$ cat src/rtl/button_conditioner.sv
`default_nettype none
// ============================================================================
//  Module      : button_conditioner
//  Description : Synchronizes, debounces and edge-detects four raw board
//                pushbuttons. Emits one single-cycle pulse per accepted
//                press. Coin presses are serialized, with priority
//                note10 > note5 > note2, so at most one coin pulse is high
//                per cycle and no press is lost.
//  Revision    : 1.0 - initial release
// ============================================================================
module button_conditioner #(
    parameter int DEBOUNCE_CYCLES = 1000000,
    parameter int CNT_W           = 20
) (
    input  logic       clk,
    input  logic       rst,
    input  logic       btnl_raw,
    input  logic       btnr_raw,
    input  logic       btnd_raw,
    input  logic       btnc_raw,
    output logic       note2,
    output logic       note5,
    output logic       note10,
    output logic       withdraw,
    output logic [3:0] btn_level,
    output logic       coin_busy
);

    // Counter value at which a disagreeing input is finally accepted.
    localparam logic [CNT_W-1:0] C_CNT_TERM = CNT_W'(DEBOUNCE_CYCLES - 1);

    // Button order everywhere: bit 3 = C, 2 = D, 1 = R, 0 = L.
    logic [3:0] raw_w;
    logic [3:0] sync1_q, sync1_d;
    logic [3:0] sync2_q, sync2_d;
    logic [3:0] press_w;
    logic [3:0] level_w;

    // Coin pending bits: bit 2 = note10, bit 1 = note5, bit 0 = note2.
    logic [2:0] pend_q, pend_d;
    logic       note2_q, note2_d;
    logic       note5_q, note5_d;
    logic       note10_q, note10_d;
    logic       withdraw_q, withdraw_d;
    logic       coin_busy_q, coin_busy_d;

    assign raw_w = {btnc_raw, btnd_raw, btnr_raw, btnl_raw};

    // Two-stage synchronizer next-state.
    always_comb begin
        sync1_d = raw_w;
        sync2_d = sync1_q;
    end

    // Synchronizer flops.
    always_ff @(posedge clk or negedge rst) begin
        if (!rst) begin
            sync1_q <= '0;
            sync2_q <= '0;
        end else begin
            sync1_q <= sync1_d;
            sync2_q <= sync2_d;
        end
    end

    generate
        for (genvar i = 0; i < 4; i++) begin : g_debounce
            logic [CNT_W-1:0] cnt_q, cnt_d;
            logic             lvl_q, lvl_d;
            logic             press_evt;

            // Level flips only after a full run of disagreeing samples;
            // a rising flip is the press event.
            always_comb begin
                cnt_d     = cnt_q;
                lvl_d     = lvl_q;
                press_evt = 1'b0;
                if (sync2_q[i] == lvl_q) begin
                    cnt_d = '0;
                end else if (cnt_q == C_CNT_TERM) begin
                    lvl_d     = sync2_q[i];
                    cnt_d     = '0;
                    press_evt = sync2_q[i];
                end else begin
                    cnt_d = cnt_q + CNT_W'(1);
                end
            end

            // Debounce counter and level flops.
            always_ff @(posedge clk or negedge rst) begin
                if (!rst) begin
                    cnt_q <= '0;
                    lvl_q <= 1'b0;
                end else begin
                    cnt_q <= cnt_d;
                    lvl_q <= lvl_d;
                end
            end

            assign press_w[i] = press_evt;
            assign level_w[i] = lvl_q;
        end
    endgenerate

    // Serialize coin presses: emit the highest pending coin, then merge in
    // new events so a set on the bit being cleared wins.
    always_comb begin
        note10_d = pend_q[2];
        note5_d  = pend_q[1] & ~pend_q[2];
        note2_d  = pend_q[0] & ~pend_q[1] & ~pend_q[2];
        pend_d   = pend_q & ~{note10_d, note5_d, note2_d};
        pend_d   = pend_d | press_w[2:0];
        coin_busy_d = |pend_d;
        withdraw_d  = press_w[3];
    end

    // Output and pending registers.
    always_ff @(posedge clk or negedge rst) begin
        if (!rst) begin
            pend_q      <= '0;
            note2_q     <= 1'b0;
            note5_q     <= 1'b0;
            note10_q    <= 1'b0;
            withdraw_q  <= 1'b0;
            coin_busy_q <= 1'b0;
        end else begin
            pend_q      <= pend_d;
            note2_q     <= note2_d;
            note5_q     <= note5_d;
            note10_q    <= note10_d;
            withdraw_q  <= withdraw_d;
            coin_busy_q <= coin_busy_d;
        end
    end

    assign note2     = note2_q;
    assign note5     = note5_q;
    assign note10    = note10_q;
    assign withdraw  = withdraw_q;
    assign coin_busy = coin_busy_q;
    assign btn_level = level_w;

endmodule
`default_nettype wire

$ cat config.mk
export PLATFORM = sky130hd
export DESIGN_NAME = button_conditioner
export DESIGN_NICKNAME = d
export VERILOG_FILES = /design/src/rtl/button_conditioner.sv
export SDC_FILE = /design/constraint.sdc
export NUM_CORES = 1
export LEC_CHECK = 0
export BUFFER_PORTS_ARGS = -buffer_cell sky130_fd_sc_hd__buf_2
export CAP_MARGIN = 20
export CORE_MARGIN = 1.5
export CORE_UTILIZATION = 35
export CTS_CLUSTER_DIAMETER = 50
export CTS_CLUSTER_SIZE = 20
export DETAILED_ROUTE_END_ITERATION = 7
export PLACE_DENSITY = 0.53
export SLEW_MARGIN = 10
export SYNTH_ARGS = -nofsm -noshare
export SYNTH_HDL_FRONTEND = slang
export SYNTH_SLANG_ARGS = --single-unit
export TNS_END_PERCENT = 20
$ cat constraint.sdc
create_clock -name clk -period 4.45 [get_ports clk]
set_clock_uncertainty 0.15 [all_clocks]
set_input_delay 0 -clock clk [delete_from_list [all_inputs] [get_ports clk]]
set_output_delay 0 -clock clk [all_outputs]
set_load 0.05 [all_outputs]
# Yosys cells after proc, flatten, opt, wreduce, memory -nomap -nowiden
# Index checks and enable logic that the tools add are counted.
[totals]
reg_bits = 100
in_bits = 6
output_inout_bits = 9
elab_cells = 61
[classes]
n_addsub = 4
eq_ne = 8
mux = 16
bitwise_logic = 12
reduce_logical = 5
[op_table]
columns = ["operator", "n"]
rows = [
  ["20-bit 2-to-1 mux", 8],
  ["20-bit by 1-bit adder with 20-bit output (second input constant)", 4],
  ["20-bit equality test (second input constant)", 4],
  ["1-bit 2-to-1 mux", 8],
  ["2-bit AND reduction", 4],
  ["1-bit NOT", 6],
  ["1-bit equality test", 4],
  ["1-bit AND", 3],
  ["3-bit AND", 1],
  ["3-bit NOT", 1],
  ["3-bit bitwise OR", 1],
  ["3-bit OR reduction", 1],
]

# Longest topological paths before layout
# Gate-level depths: netlist of the first run.
[depth]
word_depth = 7
depth_mapped = 6
mapped_depth_nobuf = 5

# Worst setup path before layout of the first run
# No wires, ideal clock.
[synth_path]
path_type = "register to register"
start = "register g_debounce[2].cnt_q[0]"
end = "register g_debounce[2].cnt_q[18]"
setup_ns = 0.080
t_arrival_ns = 1.909
t_required_ns = 4.220
slack_ns = 2.311
stages_incl_launch_ff = 7
path_buffers = 1
synth_period_minus_slack_ns = 2.139
path_cell_list = "dfrtp_1 ha_1 nand3_1 or4_1 buf_2 or4_1 a21oi_1"
[synth_between]
elab_chain_cells = 3
word_cells_on_any_way = 4
cone_classes = "add/sub (1); eq/ne (1); mux (2)"
[synth_rtl]
columns = ["item", "line", "source"]
rows = [
  ["from (decl)", "68", "logic [CNT_W-1:0] cnt_q, cnt_d;"],
  ["from (signal assigned)", "95", "cnt_q <= cnt_d;"],
  ["20-bit by 1-bit adder with 20-bit output / 20-bit equality test (equally long branches)", "85, 80", ""],
  ["20-bit 2-to-1 mux (*)", "80", "end else if (cnt_q == C_CNT_TERM) begin"],
  ["20-bit 2-to-1 mux (*)", "78", "if (sync2_q[i] == lvl_q) begin"],
  ["via g_debounce[2].cnt_d[18]", "68", ""],
]
# Mark *: on every way through the listed nets, which the timed path passes. The rest lies on a longest branch.
# A chain may end at the register's enable or synchronous reset.

# Final worst setup path of the first run
[layout_path]
start = "register g_debounce[0].cnt_q[2]"
end = "register g_debounce[0].cnt_q[11]"
[layout_between]
elab_chain_cells = 3
word_cells_on_any_way = 4
cone_classes = "add/sub (1); eq/ne (1); mux (2)"
[layout_rtl]
columns = ["item", "line"]
rows = [
  ["from (decl)", "68"],
  ["from (signal assigned)", "95"],
  ["20-bit by 1-bit adder with 20-bit output / 20-bit equality test (equally long branches)", "85, 80"],
  ["20-bit 2-to-1 mux (*)", "80"],
  ["20-bit 2-to-1 mux (*)", "78"],
  ["via g_debounce[0].cnt_d[11]", "68"],
]
# Marks and branches as above.

==> results.sh, run 1 <==
export IMPL_start_kind="flip-flop"
export IMPL_synthSimpleGateAreaFrac_pct=24.5
export IMPL_seqPwrFrac_pct=51.8
export IMPL_synth_fp_nets=477
export IMPL_syn_inst=467
export IMPL_final_common_cell="dfrtp_1"
export IMPL_io_buffers=14
export IMPL_antenna_found_initial=0
export IMPL_powerDensity_mw_per_mm2=340
export IMPL_syn_avg_cell_area_um2=10.1
export IMPL_rsz0062_at_grt="false"
export IMPL_p_sw_share_pct=20.7
export IMPL_crit_required_ns=4.51
export IMPL_fin_ws_ns=2.11
export IMPL_postLayoutCellArea_mm2=0.00530
export IMPL_status="completed"
export IMPL_synth_top_family_by_area="simple AND/OR/NAND/NOR gates"
export IMPL_initial_core_util_pct=35.6
export IMPL_yosysTopAreaCellShare_pct=53.3
export IMPL_synth_cell_type_count=37
export IMPL_synth_top_area_cell="dfrtp_1"
export IMPL_dieArea_mm2=0.0141
export IMPL_synth_compound_area_share_pct=6.69
export IMPL_core_area_mm2=0.0132
export IMPL_end_kind="flip-flop"
export IMPL_fmax_mhz=428
export IMPL_final_cell_mix="100 x dfrtp_1, 71 x nor2_1, 42 x xnor2_1, 30 x nand3_1"
export IMPL_yosys_warnings=0
export IMPL_seq_area_frac_synth_pct=53.3
export IMPL_drt_iter0_markers=236
export IMPL_vias=3376
export IMPL_cts_tree="yes"
export IMPL_final_nets=498
export IMPL_insertion_delay_ns=0.34
export IMPL_cts_buffers=9
export IMPL_diodes=0
export IMPL_synthMuxAreaShare_pct=0.213
export IMPL_period_needed_ns=2.34
export IMPL_cts_resized=0
export IMPL_drc=0
export IMPL_detail_route_wl_per_cell_um=13.3
export IMPL_grt_max_degree=67
export IMPL_cts_buffer_depth=2
export IMPL_leakage_nw=2.12
export IMPL_dpl_cell_area_mm2=0.00494
export IMPL_power_switching_w=0.000373
export IMPL_clockRootBuffer="clkbuf_16"
export IMPL_dp_slack_ns=2.12
export IMPL_hold_viol_final=0
export IMPL_dr_pass1_iters=4
export IMPL_power_frac_clock_pct=45.1
export IMPL_grt_pass1_vias=3352
export IMPL_syn2layout_area_growth_pct=12.9
export IMPL_die_w_um=119
export IMPL_max_slew_margin_pct=43.2
export IMPL_post_cts_buffers=0
export IMPL_ir_worst_vdd_v=0.000174
export IMPL_synth_xor_xnor_area_share_pct=10.8
export IMPL_routed_wirelength_um=8900
export IMPL_rows=42
export IMPL_maxCapViolations=0
export IMPL_die_h_um=119
export IMPL_ys_seq_elements=100
export IMPL_place_detailed_hpwl_um=5940
export IMPL_synth_main_ff_cell="dfrtp_1"
export IMPL_comb_power_share_pct=3.1
export IMPL_setup_viol=0
export IMPL_tightest_slew_ns=0.852
export IMPL_gp_congestion=0.743
export IMPL_hold_path_class="in2async"
export IMPL_drive_gt1_share_pct=7.94
export IMPL_p_int_w=0.00143
export IMPL_io_pins=15
export IMPL_critical_path_class="reg2reg"
export IMPL_fin_setup_tns_ns=0
export IMPL_report_final_slew_viol_count=0
export IMPL_vias_per_cell=5.06
export IMPL_finalCritPeriodShare_pct=52.5
export IMPL_synth_edff_count=0
export IMPL_grt_overflow=0
export IMPL_synth_area_mm2=0.00469
export IMPL_grt_pass1_wl_um=15800
export IMPL_hold_buffers=5
export IMPL_cts_sinks=100
export IMPL_cp_arrival_ns=2.40
export IMPL_synthAdderAreaFrac_pct=1.07
export IMPL_async_reset_ff_share_pct=100
export IMPL_track_usage_pct=13.9
export IMPL_cts_htree_levels=3
export IMPL_synthTopCellsByArea="dfrtp_1 53%, xnor2_1 7.8%, nor2_1 5.7%, nand3_1 3.2%, xor2_1 3.0%"
export IMPL_clk_pin_slew_ns=0.06
export IMPL_worstPathMaxFanout=19
export IMPL_ant_nets=0
==> per-layer routing <==
metal | vias up | global-route usage (%) | share of wire (%)
met1 | 1642 | 18.4 | 49
met3 | 10 | 3.64 | 3.3
met5 | - | 0 | 0
li1 | 1683 | - | -
met4 | 0 | 5.50 | 1.3
met2 | 41 | 22.0 | 46
==> flip-flops by register name (all words and copies together), names as in the netlist <==
signal / cells
sync2_q: 4
note5: 1
note2: 1
pend_q: 3
withdraw: 1
g_debounce.lvl_q: 4
coin_busy: 1
note10: 1
g_debounce.cnt_q: 80
sync1_q: 4
==> layout make-up <==
type / count / area [um2]
Multi-Input combinational cell: 332 / 2030
Timing Repair Buffer: 23 / 153
Inverter: 22 / 82.6
Clock buffer: 13 / 280
Sequential cell: 100 / 2500
Tap cell: 176 / 220
Clock inverter: 1 / 30.0
Fill cell: 1289 / 7890
==> logic make-up (layout without fill, tap and decap cells) <==
kind of cell    after synthesis  after routing
simple gates                219            219
xor+xnor                     58             58
mux                           1              1
buf+inv                      35             59
flops                       100            100
fa+ha+maj                     4              4
compound gates               50             50
==> path summary, 6_finish.rpt <==
path / from / endpoint / slack [ns] / cells after the start
max in group asynchronous: rst / g_debounce[0].cnt_q[0]$_DFF_PN0_ / 3.01 / 3
max reg2reg: g_debounce[0].cnt_q[2]$_DFF_PN0_ / g_debounce[0].cnt_q[11]$_DFF_PN0_ / 2.11 / 4
max: g_debounce[0].cnt_q[2]$_DFF_PN0_ / g_debounce[0].cnt_q[11]$_DFF_PN0_ / 2.11 / 4
min: rst / g_debounce[1].cnt_q[9]$_DFF_PN0_ / 0.13 / 2
min reg2reg: sync1_q[2]$_DFF_PN0_ / sync2_q[2]$_DFF_PN0_ / 0.20 / 0
min in group clk: btnd_raw / sync1_q[2]$_DFF_PN0_ / 0.14 / 2
==> power groups by stage <==
stage / clock network (W) / logic (W) / registers, W
after global placement: 0 / 0.0000553 / 0.000950
after CTS: 0.000844 / 0.0000598 / 0.000933
after floorplan: 0 / 0.0000276 / 0.000948
final: 0.000812 / 0.0000567 / 0.000933
after detailed placement: 0 / 0.0000562 / 0.000951
after global routing: 0.000873 / 0.0000678 / 0.000935
==> synthesized netlist by cell type, types with 10 or more instances <==
master / count
nand2_1: 22
inv_1: 22
or4_1: 12
nand4_1: 14
o21ai_0: 16
nor4_1: 18
nor3_1: 12
o31ai_1: 10
xor2_1: 16
xnor2_1: 42
nand3_1: 30
or3_1: 16
nor2_1: 71
dfrtp_1: 100
a21oi_1: 18
==> worst max-delay path: stages, from the launching register on <==
cell and delay (ns):
dfrtp_1 0.41, nand4_1 0.39, or4_4 0.69, o21ai_4 0.44, nor2_1 0.11
==> per-stage QoR <==
stage	total power, W	utilization (%)	hold slack [ns]	cells
finish	0.00180	40.2	0.129	667
global route	0.00188	40.2	0.138	667
floorplan	0.000976	-	-0.446	467
CTS	0.00184	40.2	0.128	667
detailed placement	0.00101	37.5	-0.0403	648
global placement	0.00101	37.5	-0.0414	648
No activity file was read; power rests on OpenSTA's default activity.
==> inputs of run 2 (changes only) <==
==> constraint.sdc (replaced) <==
create_clock -name clk -period 2.4 [get_ports clk]
set_clock_uncertainty 0.15 [all_clocks]
set_input_delay 0 -clock clk [delete_from_list [all_inputs] [get_ports clk]]
set_output_delay 0 -clock clk [all_outputs]
set_load 0.05 [all_outputs]
==> run 2 against run 1 <==
Effect of this change: first-iteration DRC count is 11% lower; design area grew 0.45%; clock power rose by 64%; via count increased by 0.15%; die area unchanged; register-to-register slack got worse by 2.0 ns; critical path depth is 1 higher; critical path type unchanged.
==> results.sh, run 2 (synthesis gave the netlist of run 1 again) <==
export IMPL_status="completed"
export IMPL_power_switching_w=0.000694
export IMPL_cts_htree_levels=3
export IMPL_diodes=0
export IMPL_hold_path_class="in2async"
export IMPL_tightest_slew_ns=0.552
export IMPL_leakage_nw=2.13
export IMPL_gp_congestion=0.802
export IMPL_vias_per_cell=5.01
export IMPL_fin_total_pwr_w=0.00317
export IMPL_report_final_slew_viol_count=0
export IMPL_die_w_um=119
export IMPL_fmax_mhz=440
export IMPL_critPathSlowestCell="or4_1"
export IMPL_io_buffers=14
export IMPL_cts_buffers=9
export IMPL_largest_reg_flops=80
export IMPL_drc=0
export IMPL_place_detailed_hpwl_um=6000
export IMPL_cp_depth=5
export IMPL_vias=3381
export IMPL_crit_chain="ha_1, nand3_1, or4_1, or4_1, a21oi_1"
export IMPL_initial_core_util_pct=35.6
export IMPL_syn2layout_area_growth_pct=13.4
export IMPL_routed_wirelength_um=8860
export IMPL_track_usage_pct=13.9
export IMPL_rsz0062_at_grt="false"
export IMPL_cts_buffer_depth=2
export IMPL_crit_family="simple AND/OR/NAND/NOR gates"
export IMPL_powerDensity_mw_per_mm2=595
export IMPL_setup_viol=0
export IMPL_dr_pass1_iters=5
export IMPL_ir_worst_vdd_v=0.000349
export IMPL_io_pins=15
export IMPL_p_int_w=0.00248
export IMPL_detail_route_wl_per_cell_um=13.1
export IMPL_cts_tree="yes"
export IMPL_hold_viol_final=0
export IMPL_final_cell_mix="100 x dfrtp_1, 71 x nor2_1, 42 x xnor2_1, 30 x nand3_1"
export IMPL_dieArea_mm2=0.0141
export IMPL_n_fill_cell=1301
export IMPL_worst_path_buf_inv=0
export IMPL_fin_setup_tns_ns=0
export IMPL_final_common_cell="dfrtp_1"
export IMPL_antenna_found_initial=0
export IMPL_power_frac_clock_pct=41.8
export IMPL_crit_path_frequent_cell="or4_1"
export IMPL_insertion_delay_ns=0.34
export IMPL_grt_overflow=0
export IMPL_max_stage_delay_ns=0.67
export IMPL_seqPwrFrac_pct=54.6
export IMPL_start_kind="flip-flop"
export IMPL_cp_arrival_ns=2.39
export IMPL_final_nets=504
export IMPL_p_sw_share_pct=21.9
export IMPL_critical_path_class="reg2reg"
export IMPL_rows=42
export IMPL_finalCritPeriodShare_pct=94.7
export IMPL_clockRootBuffer="clkbuf_16"
export IMPL_worstPathMaxFanout=7
export IMPL_r2r_cells=5
export IMPL_grt_pass1_wl_um=15900
export IMPL_maxCapViolations=0
export IMPL_drive_gt1_share_pct=8.62
export IMPL_crit_required_ns=2.52
export IMPL_core_area_mm2=0.0132
export IMPL_clk_pin_slew_ns=0.06
export IMPL_max_slew_margin_pct=63.2
export IMPL_cts_sinks=100
export IMPL_die_h_um=119
export IMPL_comb_power_share_pct=3.5
export IMPL_regMostFlops="g_debounce.cnt_q"
export IMPL_period_needed_ns=2.27
export IMPL_grt_pass1_vias=3348
export IMPL_drt_iter0_markers=210
export IMPL_grt_max_degree=60
export IMPL_end_kind="flip-flop"
export IMPL_ant_nets=0
## run 2: through the flow
stage               area [um2]  cells  hold slack [ns]  setup WS (ns)  util [%]
CTS                       5330    675           0.0539          0.108      40.4
finish                    5330    675           0.0373          0.126      40.4
floorplan                 4690    467           -0.446          0.261         -
global placement          5010    654           -0.119          0.167      38.0
global route              5330    675           0.0935         0.0377      40.4
detailed placement        5010    654           -0.112          0.115      38.0
## run 2: cell type report
type                            count  area [um2]  share of cell area [%]
Inverter                           22        82.6                    1.55
Multi-Input combinational cell    332        2030                    38.2
Timing Repair Buffer               29         223                    4.18
Clock inverter                      2        10.0                   0.188
Clock buffer                       14         254                    4.77
Tap cell                          176         220                    4.14
Sequential cell                   100        2500                    47.0
## run 2: metal layers
layer / up-vias / wire, um / track usage, %
met2: 36 / 4100 / 22.1
met5: - / 0 / 0
met1: 1647 / 4430 / 18.3
met3: 5 / 233 / 4.31
li1: 1693 / - / -
met4: 0 / 94 / 4.07
## run 2: worst register-to-register path, stage by stage (launching register included)
cell     delay [ns]
dfrtp_1        0.38
ha_1           0.21
nand3_1        0.13
or4_1          0.67
or4_1          0.51
a21oi_1        0.16
## run 2: what timing repair did
item | CTS | global route
resized for setup | 0 | 0
hold endpoints to repair | 54 | 0
setup endpoints to repair | 0 | 0
buffers inserted | 0 | 0
hold buffers | 5 | 0
## run 2: worst paths after layout
kind                                                       start                                end  slack, ns
worst max-delay path            g_debounce[2].cnt_q[0]$_DFF_PN0_  g_debounce[2].cnt_q[18]$_DFF_PN0_       0.13
worst min-delay path                                         rst  g_debounce[1].cnt_q[13]$_DFF_PN0_       0.04
worst max register to register  g_debounce[2].cnt_q[0]$_DFF_PN0_  g_debounce[2].cnt_q[18]$_DFF_PN0_       0.13
worst min register to register              sync1_q[1]$_DFF_PN0_               sync2_q[1]$_DFF_PN0_       0.20
max in group asynchronous                                    rst  g_debounce[2].cnt_q[10]$_DFF_PN0_       1.35
min in group clk                                        btnr_raw               sync1_q[1]$_DFF_PN0_       0.15
## run 2: power groups by stage
stage	Combinational, W	Clock [W]	Sequential (W)
floorplan	0.0000513	0	0.00176
global placement	0.000109	0	0.00176
detailed placement	0.000111	0	0.00176
CTS	0.000118	0.00138	0.00173
global route	0.000135	0.00145	0.00173
finish	0.000112	0.00133	0.00173
==> inputs of run 3 (changes only) <==
==> constraint.sdc (replaced) <==
create_clock -name clk -period 2.2 [get_ports clk]
set_clock_uncertainty 0.15 [all_clocks]
set_input_delay 0 -clock clk [delete_from_list [all_inputs] [get_ports clk]]
set_output_delay 0 -clock clk [all_outputs]
set_load 0.05 [all_outputs]
==> run 3 against run 2 <==
Effect of this change: sequential share of layout area down 1.4 points; first-iteration DRC count down 10%; clock-buffer cell count down 1.
==> results.sh, run 3 (synthesis gave the netlist of run 1 again) <==
export IMPL_io_pins=15
export IMPL_cts_tree="yes"
export IMPL_period_needed_ns=2.12
export IMPL_track_usage_pct=14.0
export IMPL_setup_viol=0
export IMPL_largest_reg_flops=80
export IMPL_grt_pass1_wl_um=16100
export IMPL_place_detailed_hpwl_um=6150
export IMPL_hold_viol_final=0
export IMPL_crit_required_ns=2.33
export IMPL_vias_per_cell=5.00
export IMPL_fmax_mhz=471
export IMPL_clockRootBuffer="clkbuf_16"
export IMPL_final_util_pct=41.7
export IMPL_initial_core_util_pct=35.6
export IMPL_gr_usage_met3_pct=3.45
export IMPL_regMostFlops="g_debounce.cnt_q"
export IMPL_dp_slack_ns=0.00133
export IMPL_drt_iter0_markers=188
export IMPL_fin_total_pwr_w=0.00363
export IMPL_start_kind="flip-flop"
export IMPL_worstPathMaxFanout=6
export IMPL_rows=42
export IMPL_post_cts_buffers=0
export IMPL_drive_gt1_share_pct=12.1
export IMPL_syn2layout_area_growth_pct=17.0
export IMPL_final_cell_mix="100 x dfrtp_1, 71 x nor2_1, 42 x xnor2_1, 30 x nand3_1"
export IMPL_end_kind="flip-flop"
export IMPL_use_met2_pct=21.2
export IMPL_ir_worst_vdd_v=0.000401
export IMPL_grt_overflow=0
export IMPL_report_final_slew_viol_count=0
export IMPL_rsz0062_at_grt="true"
export IMPL_core_area_mm2=0.0132
export IMPL_dr_pass1_iters=4
export IMPL_grt_max_degree=51
export IMPL_hold_path_class="in2async"
export IMPL_drc=0
export IMPL_insertion_delay_ns=0.34
export IMPL_final_common_cell="dfrtp_1"
export IMPL_cts_sinks=100
export IMPL_cts_buffer_depth=2
export IMPL_tightest_slew_ns=0.387
export IMPL_ant_nets=0
export IMPL_detail_route_wl_per_cell_um=13.1
export IMPL_cp_arrival_ns=2.25
export IMPL_critical_path_class="reg2reg"
export IMPL_powerDensity_mw_per_mm2=661
export IMPL_routed_wirelength_um=9000
export IMPL_final_nets=518
export IMPL_finalCritPeriodShare_pct=96.4
export IMPL_antenna_found_initial=0
export IMPL_fin_ws_ns=0.0788
export IMPL_dieArea_mm2=0.0141
export IMPL_die_h_um=119
export IMPL_met1_usage_pct=19.9
export IMPL_die_w_um=119
export IMPL_vias=3446
export IMPL_n_fill_cell=1282
export IMPL_cts_htree_levels=3
export IMPL_leakage_nw=2.21
export IMPL_whs_ns=0.0690
export IMPL_max_slew_margin_pct=73.9
export IMPL_grt_busiest_layer="met2"
export IMPL_cts_buffers=9
export IMPL_gp_congestion=0.763
export IMPL_diodes=0
export IMPL_status="completed"
export IMPL_io_buffers=14
export IMPL_maxCapViolations=0
export IMPL_grt_pass1_vias=3272
export IMPL_clk_pin_slew_ns=0.07
[run 3: changes by cell type in the layout (fill, tap and decap cells not counted), sizes merged]
cell	change
buf	+13
bufinv	+1
dlygate4sd3	+1
clkinvlp	+2
clkinv	-2
clkbuf	-1
[run 3: what timing repair did]
item	in CTS	in global routing
endpoints found under the setup margin	1	15
hold buffers	6	0
resized for setup	1	3
hold endpoints to repair	104	0
pin swaps	0	1
gates cloned	0	0
[run 3: stage by stage]
step | instances | instance area [um2] | TNS, ns
3_5_place_dp | 666 | 5100 | 0
2_1_floorplan | 467 | 4690 | 0
4_1_cts | 688 | 5470 | 0
3_3_place_gp | 666 | 5100 | 0
5_1_grt | 689 | 5490 | -0.00649
6_report | 689 | 5490 | 0
[run 3: power by group]
group          internal (W)  switching [W]
sequential          0.00186      0.0000246
combinational     0.0000518      0.0000856
clock              0.000945       0.000661
[run 3: layout make-up]
| type | instances | area [um2] | area share, % |
|---|---|---|---|
| multi-input combinational | 332 | 2050 | 37.2 |
| clock inverter | 3 | 45.0 | 0.820 |
| tap | 176 | 220 | 4.01 |
| sequential | 100 | 2500 | 45.5 |
| clock buffer | 13 | 260 | 4.74 |
| inverter | 22 | 82.6 | 1.50 |
| timing repair buffer | 43 | 338 | 6.15 |
[run 3: final timing paths]
check	startpoint	end	slack, ns	cells after the start
max	g_debounce[0].cnt_q[11]$_DFF_PN0_	coin_busy$_DFF_PN0_	0.08	4
min	rst	g_debounce[1].cnt_q[15]$_DFF_PN0_	0.07	3
max reg2reg	g_debounce[0].cnt_q[11]$_DFF_PN0_	coin_busy$_DFF_PN0_	0.08	4
min reg2reg	sync1_q[3]$_DFF_PN0_	sync2_q[3]$_DFF_PN0_	0.20	0
max in group asynchronous	rst	g_debounce[3].cnt_q[9]$_DFF_PN0_	0.96	4
min in group clk	btnd_raw	sync1_q[2]$_DFF_PN0_	0.15	2
[run 3: metal layers]
metal  share of wire (%)  up-vias
met1                  50     1676
met5                   0        -
met3                 2.7        7
met4                 1.2        0
li1                    -     1724
met2                  46       39
[run 3: worst max-delay path: stages, from the launching register on]
cell and delay [ns]:
dfrtp_1 0.44, or4_1 0.48, or4_4 0.47, o41ai_2 0.34, a311o_1 0.18
